==> config.mk <==
export PLATFORM = sky130hd
export DESIGN_NAME = ksa_loop_flat
export DESIGN_NICKNAME = d
export VERILOG_FILES = /design/src/rtl/ksa_if.sv /design/src/rtl/ksa_loop.sv /design/src/flat_wrapper.sv
export SDC_FILE = /design/constraint.sdc
export NUM_CORES = 1
export LEC_CHECK = 0
export BUFFER_PORTS_ARGS = -buffer_cell sky130_fd_sc_hd__buf_2
export CORE_UTILIZATION = 35
export DETAILED_ROUTE_END_ITERATION = 16
export HOLD_SLACK_MARGIN = 0.15
export PLACE_DENSITY_LB_ADDON = 0.12
export SYNTH_ARGS = -nofsm -noshare
export SYNTH_HDL_FRONTEND = slang
export SYNTH_SLANG_ARGS = --single-unit
==> constraint.sdc <==
create_clock -name clk -period 3.3 [get_ports clk]
set_input_delay 0.33 -clock clk [delete_from_list [all_inputs] [get_ports clk]]
set_output_delay 0.33 -clock clk [all_outputs]
set_load 0.1 [all_outputs]
==> src/rtl/ksa_if.sv <==
// ksa_if: key-scheduling control plus S-memory port; master is the scheduler
interface ksa_if;
  logic        start_flag;
  logic [23:0] secret_key;
  logic        done_flag;
  logic [7:0]  addr;
  logic [7:0]  rddata;
  logic [7:0]  wrdata;
  logic        wren;
  modport master (input start_flag, secret_key, rddata, output done_flag, addr, wrdata, wren);
  modport slave  (output start_flag, secret_key, rddata, input done_flag, addr, wrdata, wren);
endinterface

==> src/rtl/ksa_loop.sv <==
// ksa_loop: RC4 key-scheduling pass over an externally initialised 256-byte S memory
module ksa_loop #(
  parameter int KEY_LENGTH = 3,
  parameter int READ_WAIT  = 2
) (
  input  logic  clk,
  input  logic  reset,
  ksa_if.master bus
);
  typedef enum logic [3:0] {IDLE, READ_I, WAIT_I, SAVE_I, READ_J, WAIT_J, SAVE_J, WRITE_I, WRITE_J, NEXT, DONE} state_t;
  localparam int KW = KEY_LENGTH > 1 ? $clog2(KEY_LENGTH) : 1;
  state_t        state;
  logic [7:0]    i, j, data_i, data_j, cnt, addr_q, wrdata_q;
  logic [KW-1:0] kidx;
  logic          done_q, wren_q;
  logic [23:0]   key_sh;
  logic [7:0]    key_byte;
  assign key_sh   = bus.secret_key << {kidx, 3'b000};
  assign key_byte = key_sh[8*KEY_LENGTH-1 -: 8];
  assign bus.done_flag = done_q;
  assign bus.addr      = addr_q;
  assign bus.wrdata    = wrdata_q;
  assign bus.wren      = wren_q;
  always_ff @(posedge clk or negedge reset) begin
    if (!reset) begin
      state    <= IDLE;
      i        <= '0;
      j        <= '0;
      kidx     <= '0;
      cnt      <= '0;
      data_i   <= '0;
      data_j   <= '0;
      done_q   <= 1'b0;
      wren_q   <= 1'b0;
      addr_q   <= '0;
      wrdata_q <= '0;
    end else begin
      case (state)
        IDLE: begin
          i    <= '0;
          j    <= '0;
          kidx <= '0;
          if (bus.start_flag) state <= READ_I;
        end
        READ_I: begin
          addr_q <= i;
          wren_q <= 1'b0;
          state  <= WAIT_I;
        end
        WAIT_I: begin
          cnt   <= cnt == 8'(READ_WAIT - 1) ? '0 : cnt + 8'd1;
          state <= cnt == 8'(READ_WAIT - 1) ? SAVE_I : WAIT_I;
        end
        SAVE_I: begin
          data_i <= bus.rddata;
          j      <= j + bus.rddata + key_byte;
          state  <= READ_J;
        end
        READ_J: begin
          addr_q <= j;
          state  <= WAIT_J;
        end
        WAIT_J: begin
          cnt   <= cnt == 8'(READ_WAIT - 1) ? '0 : cnt + 8'd1;
          state <= cnt == 8'(READ_WAIT - 1) ? SAVE_J : WAIT_J;
        end
        SAVE_J: begin
          data_j <= bus.rddata;
          state  <= WRITE_I;
        end
        WRITE_I: begin
          wren_q   <= 1'b1;
          addr_q   <= j;
          wrdata_q <= data_i;
          state    <= WRITE_J;
        end
        WRITE_J: begin
          wren_q   <= 1'b1;
          addr_q   <= i;
          wrdata_q <= data_j;
          state    <= NEXT;
        end
        NEXT: begin
          wren_q <= 1'b0;
          if (i == 8'hff) begin
            done_q <= 1'b1;
            addr_q <= '0;
            state  <= DONE;
          end else begin
            i     <= i + 8'd1;
            kidx  <= kidx == KW'(KEY_LENGTH - 1) ? '0 : kidx + 1'b1;
            state <= READ_I;
          end
        end
        DONE: begin
          wren_q <= 1'b0;
          addr_q <= '0;
          if (!bus.start_flag) begin
            done_q <= 1'b0;
            state  <= IDLE;
          end
        end
        default: state <= IDLE;
      endcase
    end
  end
endmodule

==> src/flat_wrapper.sv <==
// flat-port wrapper written by rule: the top's interface ports become plain ports
module ksa_loop_flat 
#(
  parameter int KEY_LENGTH = 3,
  parameter int READ_WAIT  = 2
)
  (clk, reset, bus_start_flag, bus_secret_key, bus_rddata, bus_done_flag, bus_addr, bus_wrdata, bus_wren);
  ksa_if bus_i ();
  input  logic clk;
  input  logic reset;
  input wire logic [$bits(bus_i.start_flag)-1:0] bus_start_flag;
  input wire logic [$bits(bus_i.secret_key)-1:0] bus_secret_key;
  input wire logic [$bits(bus_i.rddata)-1:0] bus_rddata;
  output wire logic [$bits(bus_i.done_flag)-1:0] bus_done_flag;
  output wire logic [$bits(bus_i.addr)-1:0] bus_addr;
  output wire logic [$bits(bus_i.wrdata)-1:0] bus_wrdata;
  output wire logic [$bits(bus_i.wren)-1:0] bus_wren;
  assign bus_i.start_flag = bus_start_flag;
  assign bus_i.secret_key = bus_secret_key;
  assign bus_i.rddata = bus_rddata;
  assign bus_done_flag = bus_i.done_flag;
  assign bus_addr = bus_i.addr;
  assign bus_wrdata = bus_i.wrdata;
  assign bus_wren = bus_i.wren;
  ksa_loop #(.KEY_LENGTH(KEY_LENGTH), .READ_WAIT(READ_WAIT)) u_core (.clk(clk), .reset(reset), .bus(bus_i));
endmodule
==> flow_summary.json, run 1 <==
{
  "drt_iter0_markers": 108,
  "crit_type": "flop to flop",
  "fp.dieH_um": 102.4,
  "synthDominantCellAreaShare_pct": 45.41,
  "max_freq_ghz": 0.3397,
  "drt-total-wl_um": 7582,
  "skew_ps": 11.40,
  "cp_common_cell": "fa_1",
  "comb_power_share_pct": 51.5,
  "final_area_um2": 4143,
  "portBuffers": 52,
  "ys_async_sr_fraction_pct": 100.0,
  "clk_pin_slew_ps": 80,
  "crit_chain": "nor2b_1 > nand2_1 > o21ai_0 > fa_1 > ha_1 > inv_1 > fa_1 > nand2b_1 > a21oi_1 > o22ai_1 > xnor2_1 > a22o_1",
  "outcome": "finished, final reports clean",
  "end_kind": "flop",
  "drc_errors": 0,
  "holdWs_ps": 264.0,
  "p_int_mw": 2.141,
  "dpl_cell_area_um2": 3936,
  "ys_types": 49,
  "final_common_cell": "dfrtp_1",
  "clockBufferDepth": 2,
  "synth_area_leaders": "dfrtp_1, mux2_2, fa_1, mux2i_1, a22o_1",
  "dieArea_um2": 10480,
  "initial_utilization_pct": 36.09,
  "dpl.hpwl_um": 5660,
  "maxSlewViolCount": 0,
  "diodes": 0,
  "gp_congestion": 0.7876,
  "final_nets": 431,
  "synth-edff-count": 0,
  "grt_pass1_wl_um": 12560,
  "cts_tree": "yes",
  "peakVddDrop_v": 0.0004928,
  "synthFlopType": "dfrtp_1",
  "yosys.area.top_type": "dfrtp_1",
  "grt_use_total_pct": 15.99,
  "cts_buffers": 9,
  "switching_share_pct": 47.56,
  "drv_cap": 0,
  "netlist_instances": 321,
  "wl_per_cell_um": 14.67,
  "syn_area_per_cell_um2": 10.99,
  "rsz0062_at_grt": "false",
  "slowest_stage": "dfrtp_1",
  "ys_seq_elements": 64,
  "final_cell_mix": "dfrtp_1, buf_2, mux2_2",
  "max_slew_margin_pct": 54.60,
  "finalHoldViolCount": 0,
  "drive_above_1_share_pct": 28.65,
  "final_util_pct": 42.38,
  "start_kind": "flop",
  "viasPerCell": 4.928,
  "post-route-min-period_ps": 2943,
  "ioPinCount": 53,
  "antenna_found_initial": 0,
  "synth.cell_area_um2": 3527,
  "p_total_mw": 4.084,
  "syn_nets": 373,
  "pwr-share-seq_pct": 32.2,
  "grt_max_degree": 42,
  "num_vias": 2548,
  "fin_setup_tns_ps": 0,
  "leakagePower_nw": 1.858,
  "grt_pass1_vias": 2521,
  "power_frac_clock_pct": 16.3,
  "htree_levels": 3,
  "setup_viol": 0,
  "max_stage_delay_ps": 520,
  "grt_overflow": 0,
  "cts.sinks": 64,
  "ys_warn_count": 0,
  "switchingPower_mw": 1.942,
  "num_rows": 36,
  "finalCritPeriodShare_pct": 89.19,
  "cp.arrival_ps": 3160,
  "core_area_um2": 9774,
  "clkLatencyLatePin_ps": 330,
  "required_ps": 3520,
  "first_pass_iters": 4,
  "seq_area_um2": 1602,
  "power_density_nw_per_um2": 985.8,
  "min_path_type": "primary input to flop",
  "area_growth_pct": 17.45,
  "cp_max_fo": 7,
  "worstMarginPinSlew_ps": 677.3,
  "ant_nets": 0,
  "die_w_um": 102.4,
  "num-fill-cells": 1001,
  "yosysSeqAreaShare_pct": 45.41,
  "cts_root_buffer": "clkbuf_8",
  "multi_input_area_um2": 1818
}
## power groups by stage
stage	sequential [mW]	clock [mW]	combinational, mW
global route	1.37	0.726	2.30
CTS	1.32	0.693	2.12
floorplan	1.83	0	1.20
detailed placement	1.34	0	2.11
finish	1.32	0.666	2.10
global placement	1.33	0	2.11
## critical path: cells and delay by family, from the launching register on
kind	cells	cell delay, ps
xor gates and xnor gates	1	130
buffers and inverters	1	60
AOI/OAI and AO/OA	4	610
DFF	1	520
adders and majority gates	3	1040
and+or+nand+nor	3	460
## sequential cells by signal, indices dropped and copies added, names as in the netlist
name	cells
u_core.cnt	8
u_core.j	8
u_core.kidx	2
u_core.data_i	8
u_core.bus.done_flag	1
u_core.i	8
u_core.bus.addr	8
u_core.bus.wren	1
u_core.bus.wrdata	8
u_core.data_j	8
u_core.state	4
## final timing paths
check,to,slack (ps),start,cells after the start
max in group asynchronous,u_core.j[4],1840,reset,3
worst max-delay path,u_core.j[7],360,u_core.kidx[0],12
min in group asynchronous,u_core.cnt[5],510,reset,2
worst min-delay path,u_core.state[0],260,bus_start_flag,3
worst max register to register,u_core.j[7],360,u_core.kidx[0],12
worst min register to register,u_core.cnt[7],490,u_core.cnt[7],1
## layer usage
| metal | wire length, um | share of wire, % | global-route usage (%) |
|---|---|---|---|
| met5 | 0 | 0 | 0 |
| met4 | 76 | 1.0 | 5.275 |
| met3 | 199 | 2.6 | 3.694 |
| met2 | 3514 | 46 | 23.95 |
| met1 | 3792 | 50 | 22.74 |
## stage by stage
step,cells,setup WS [ps]
6_report,517,356.6
5_1_grt,517,103.5
3_3_place_gp,500,406.9
4_1_cts,517,353.9
2_1_floorplan,321,280.4
3_5_place_dp,500,392.1
## what timing repair did
action | in CTS | in global routing
endpoints found under the setup margin | 0 | 0
gates resized for setup | 0 | 0
setup buffers | 0 | 0
hold buffers | 1 | 0
endpoints found under the hold margin | 23 | 0
## synth_stat cells, drive strengths merged, types with 3 or more instances
library cell   n
dfrtp         64
mux2          26
nand2         25
nor2          22
a21oi         21
o21ai         20
mux2i         16
a22o          15
buf           10
inv           10
ha             9
fa             8
xnor2          8
xor2           8
nand2b         7
nand3          6
nor3           5
nand3b         4
a21o           3
and4           3
clkbuf         3
nand4          3
## cells by family (layout without fill, tap and decap cells)
| logic type | Yosys count | count (layout) | share of synthesized area [%] |
|---|---|---|---|
| AOI/OAI and AO/OA | 71 | 71 | 13.59 |
| buffers and inverters | 23 | 86 | 3.051 |
| muxes | 42 | 42 | 12.84 |
| xor gates and xnor gates | 16 | 16 | 3.973 |
| adders and majority gates | 17 | 17 | 7.733 |
| and+or+nand+nor | 88 | 88 | 13.41 |
| DFF | 64 | 64 | 45.41 |
## layout make-up
type / count / share of cell area, %
clock buffer: 9 / 2.990
clock inverter: 7 / 1.752
inverter: 10 / 0.9061
multi-input combinational: 234 / 43.88
sequential: 64 / 38.66
tap: 133 / 4.017
timing repair buffer: 60 / 7.792
(Power assumes the default switching activity.)
==> inputs of run 2 (changes only) <==
--- a/config.mk
+++ b/config.mk
@@ -6,7 +6,10 @@
 export NUM_CORES = 1
 export LEC_CHECK = 0
 export BUFFER_PORTS_ARGS = -buffer_cell sky130_fd_sc_hd__buf_2
+export CELL_PAD_IN_SITES_DETAIL_PLACEMENT = 0
+export CELL_PAD_IN_SITES_GLOBAL_PLACEMENT = 1
 export CORE_UTILIZATION = 35
+export CTS_CLUSTER_SIZE = 14
 export DETAILED_ROUTE_END_ITERATION = 16
 export HOLD_SLACK_MARGIN = 0.15
 export PLACE_DENSITY_LB_ADDON = 0.12
==> run 2 against run 1 <==
Compared with the run above:
- via count rose by 0.43%
- largest cell class unchanged
- utilization increased by 0.40 points
- flip-flop and latch count unchanged
- fmax down 0.64%
- critical path depth unchanged
- first-iteration DRC count decreased by 6.5%
- clock skew decreased by 2.0 ps
- global-route usage is 0.79 points higher
- critical path type unchanged
- routed wire length grew 4.7%
==> flow_summary.json, run 2 (same netlist as run 1, synthesis figures left out) <==
{
  "cts_tree": "yes",
  "cp_max_fo": 8,
  "instances_no_fill": 516,
  "num_vias": 2559,
  "end_kind": "flop",
  "crit_type": "flop to flop",
  "gp_congestion": 0.7429,
  "cts_buffers": 9,
  "dpl_worst_slack_ps": 382.2,
  "max_slew_margin_pct": 38.62,
  "cp.arrival_ps": 3190,
  "drv_cap": 0,
  "cts_root_buffer": "clkbuf_8",
  "post-route-min-period_ps": 2962,
  "dpl.hpwl_um": 5934,
  "worstReg2RegEnd": "u_core.j[7]",
  "first_pass_iters": 4,
  "finalHoldViolCount": 0,
  "dieArea_um2": 10480,
  "clockBufferDepth": 2,
  "crit_cells": 12,
  "crit_chain": "nor2b_1 > nand2_1 > o21ai_0 > fa_1 > ha_1 > inv_1 > fa_1 > nand2b_1 > a21oi_1 > o22ai_1 > xnor2_1 > a22o_1",
  "dpl_cell_area_um2": 3936,
  "max_stage_delay_ps": 510,
  "reg2reg_from": "u_core.kidx[0]",
  "viasPerCell": 4.959,
  "grt_pass1_wl_um": 13120,
  "power_frac_clock_pct": 19.7,
  "power_density_nw_per_um2": 1023,
  "crit_start": "u_core.kidx[0]",
  "finalCritPeriodShare_pct": 89.77,
  "outcome": "finished, final reports clean",
  "clk_pin_slew_ps": 80,
  "min_path_type": "primary input to async pin",
  "skew_ps": 9.449,
  "required_ps": 3530,
  "drive_above_1_share_pct": 28.46,
  "setup_ws_ps": 337.6,
  "ioPinCount": 53,
  "peakVddDrop_v": 0.0004523,
  "placed_cells": 500,
  "start_kind": "flop",
  "r2r_cells": 12,
  "grt_pass1_vias": 2518,
  "leakagePower_nw": 1.882,
  "ff2ff_setup_slack_ps": 340,
  "ctsResizeCount": 0,
  "grt_max_degree": 42,
  "diodes": 0,
  "comb_power_share_pct": 49.5,
  "ctsHoldBuffers": 0,
  "final_area_um2": 4182,
  "final_common_cell": "dfrtp_1",
  "worstMarginPinSlew_ps": 920.7,
  "antenna_found_initial": 0,
  "fp.dieH_um": 102.4,
  "grt_overflow": 0,
  "area_growth_pct": 18.55,
  "drt-total-wl_um": 7936,
  "die_w_um": 102.4,
  "fin_setup_tns_ps": 0,
  "final_nets": 430,
  "core_area_um2": 9774,
  "maxSlewViolCount": 0,
  "final_cell_mix": "dfrtp_1, buf_2, mux2_2",
  "pwr-share-seq_pct": 30.8,
  "ant_nets": 0,
  "switching_share_pct": 45.79,
  "drc_errors": 0,
  "cp-endpoint": "u_core.j[7]",
  "post_cts_buffers": 0,
  "setup_viol": 0,
  "holdWs_ps": 124.5,
  "switchingPower_mw": 1.959,
  "final_util_pct": 42.78,
  "clkLatencyLatePin_ps": 340,
  "p_total_mw": 4.278,
  "slowest_stage": "fa_1",
  "cp_common_cell": "fa_1",
  "portBuffers": 52,
  "htree_levels": 3,
  "path_buf_inv": 1,
  "max_freq_ghz": 0.3376,
  "grt_use_total_pct": 16.78,
  "p_int_mw": 2.319,
  "cts.sinks": 64,
  "wl_per_cell_um": 15.38,
  "critical-path-top-delay-family": "adder cells",
  "rsz0062_at_grt": "false",
  "drt_iter0_markers": 101,
  "initial_utilization_pct": 36.09,
  "num_rows": 36
}
[run 2: power groups by stage]
stage	logic, mW	clock network [mW]	registers (mW)
floorplan	1.20	0	1.83
global placement	2.12	0	1.33
detailed placement	2.13	0	1.34
CTS	2.14	0.870	1.32
global route	2.33	0.902	1.37
finish	2.12	0.843	1.32
[run 2: how the worst min path moves through the flow]
| stage | start | end | slack (ps) | cells past startpoint |
|---|---|---|---|---|
| after floorplan | reset | u_core.bus.addr[0] | 30 | 0 |
| after global placement | u_core.cnt[7] | u_core.cnt[7] | 460 | 1 |
| after detailed placement | u_core.cnt[7] | u_core.cnt[7] | 470 | 1 |
| after CTS | reset | u_core.state[2] | 160 | 1 |
| after global routing | reset | u_core.cnt[5] | 210 | 1 |
| final | reset | u_core.state[2] | 120 | 1 |
[run 2: per-layer routing]
metal  GRT usage, %  part of all wire [%]  up-vias
met5              0                     0        -
met4          5.934                   1.5        0
met3          2.736                   3.4       11
met2          24.73                    45       41
met1          24.82                    50     1242
li1               -                     -     1265
[run 2: final cells by class]
| cell class | instances | area (um2) |
|---|---|---|
| Timing Repair Buffer | 59 | 312.8 |
| Clock inverter | 5 | 103.9 |
| Clock buffer | 11 | 141.4 |
| Sequential cell | 64 | 1602 |
| Multi-Input combinational cell | 234 | 1818 |
| Tap cell | 133 | 166.4 |
| Inverter | 10 | 37.54 |
| Fill cell | 1003 | 5593 |
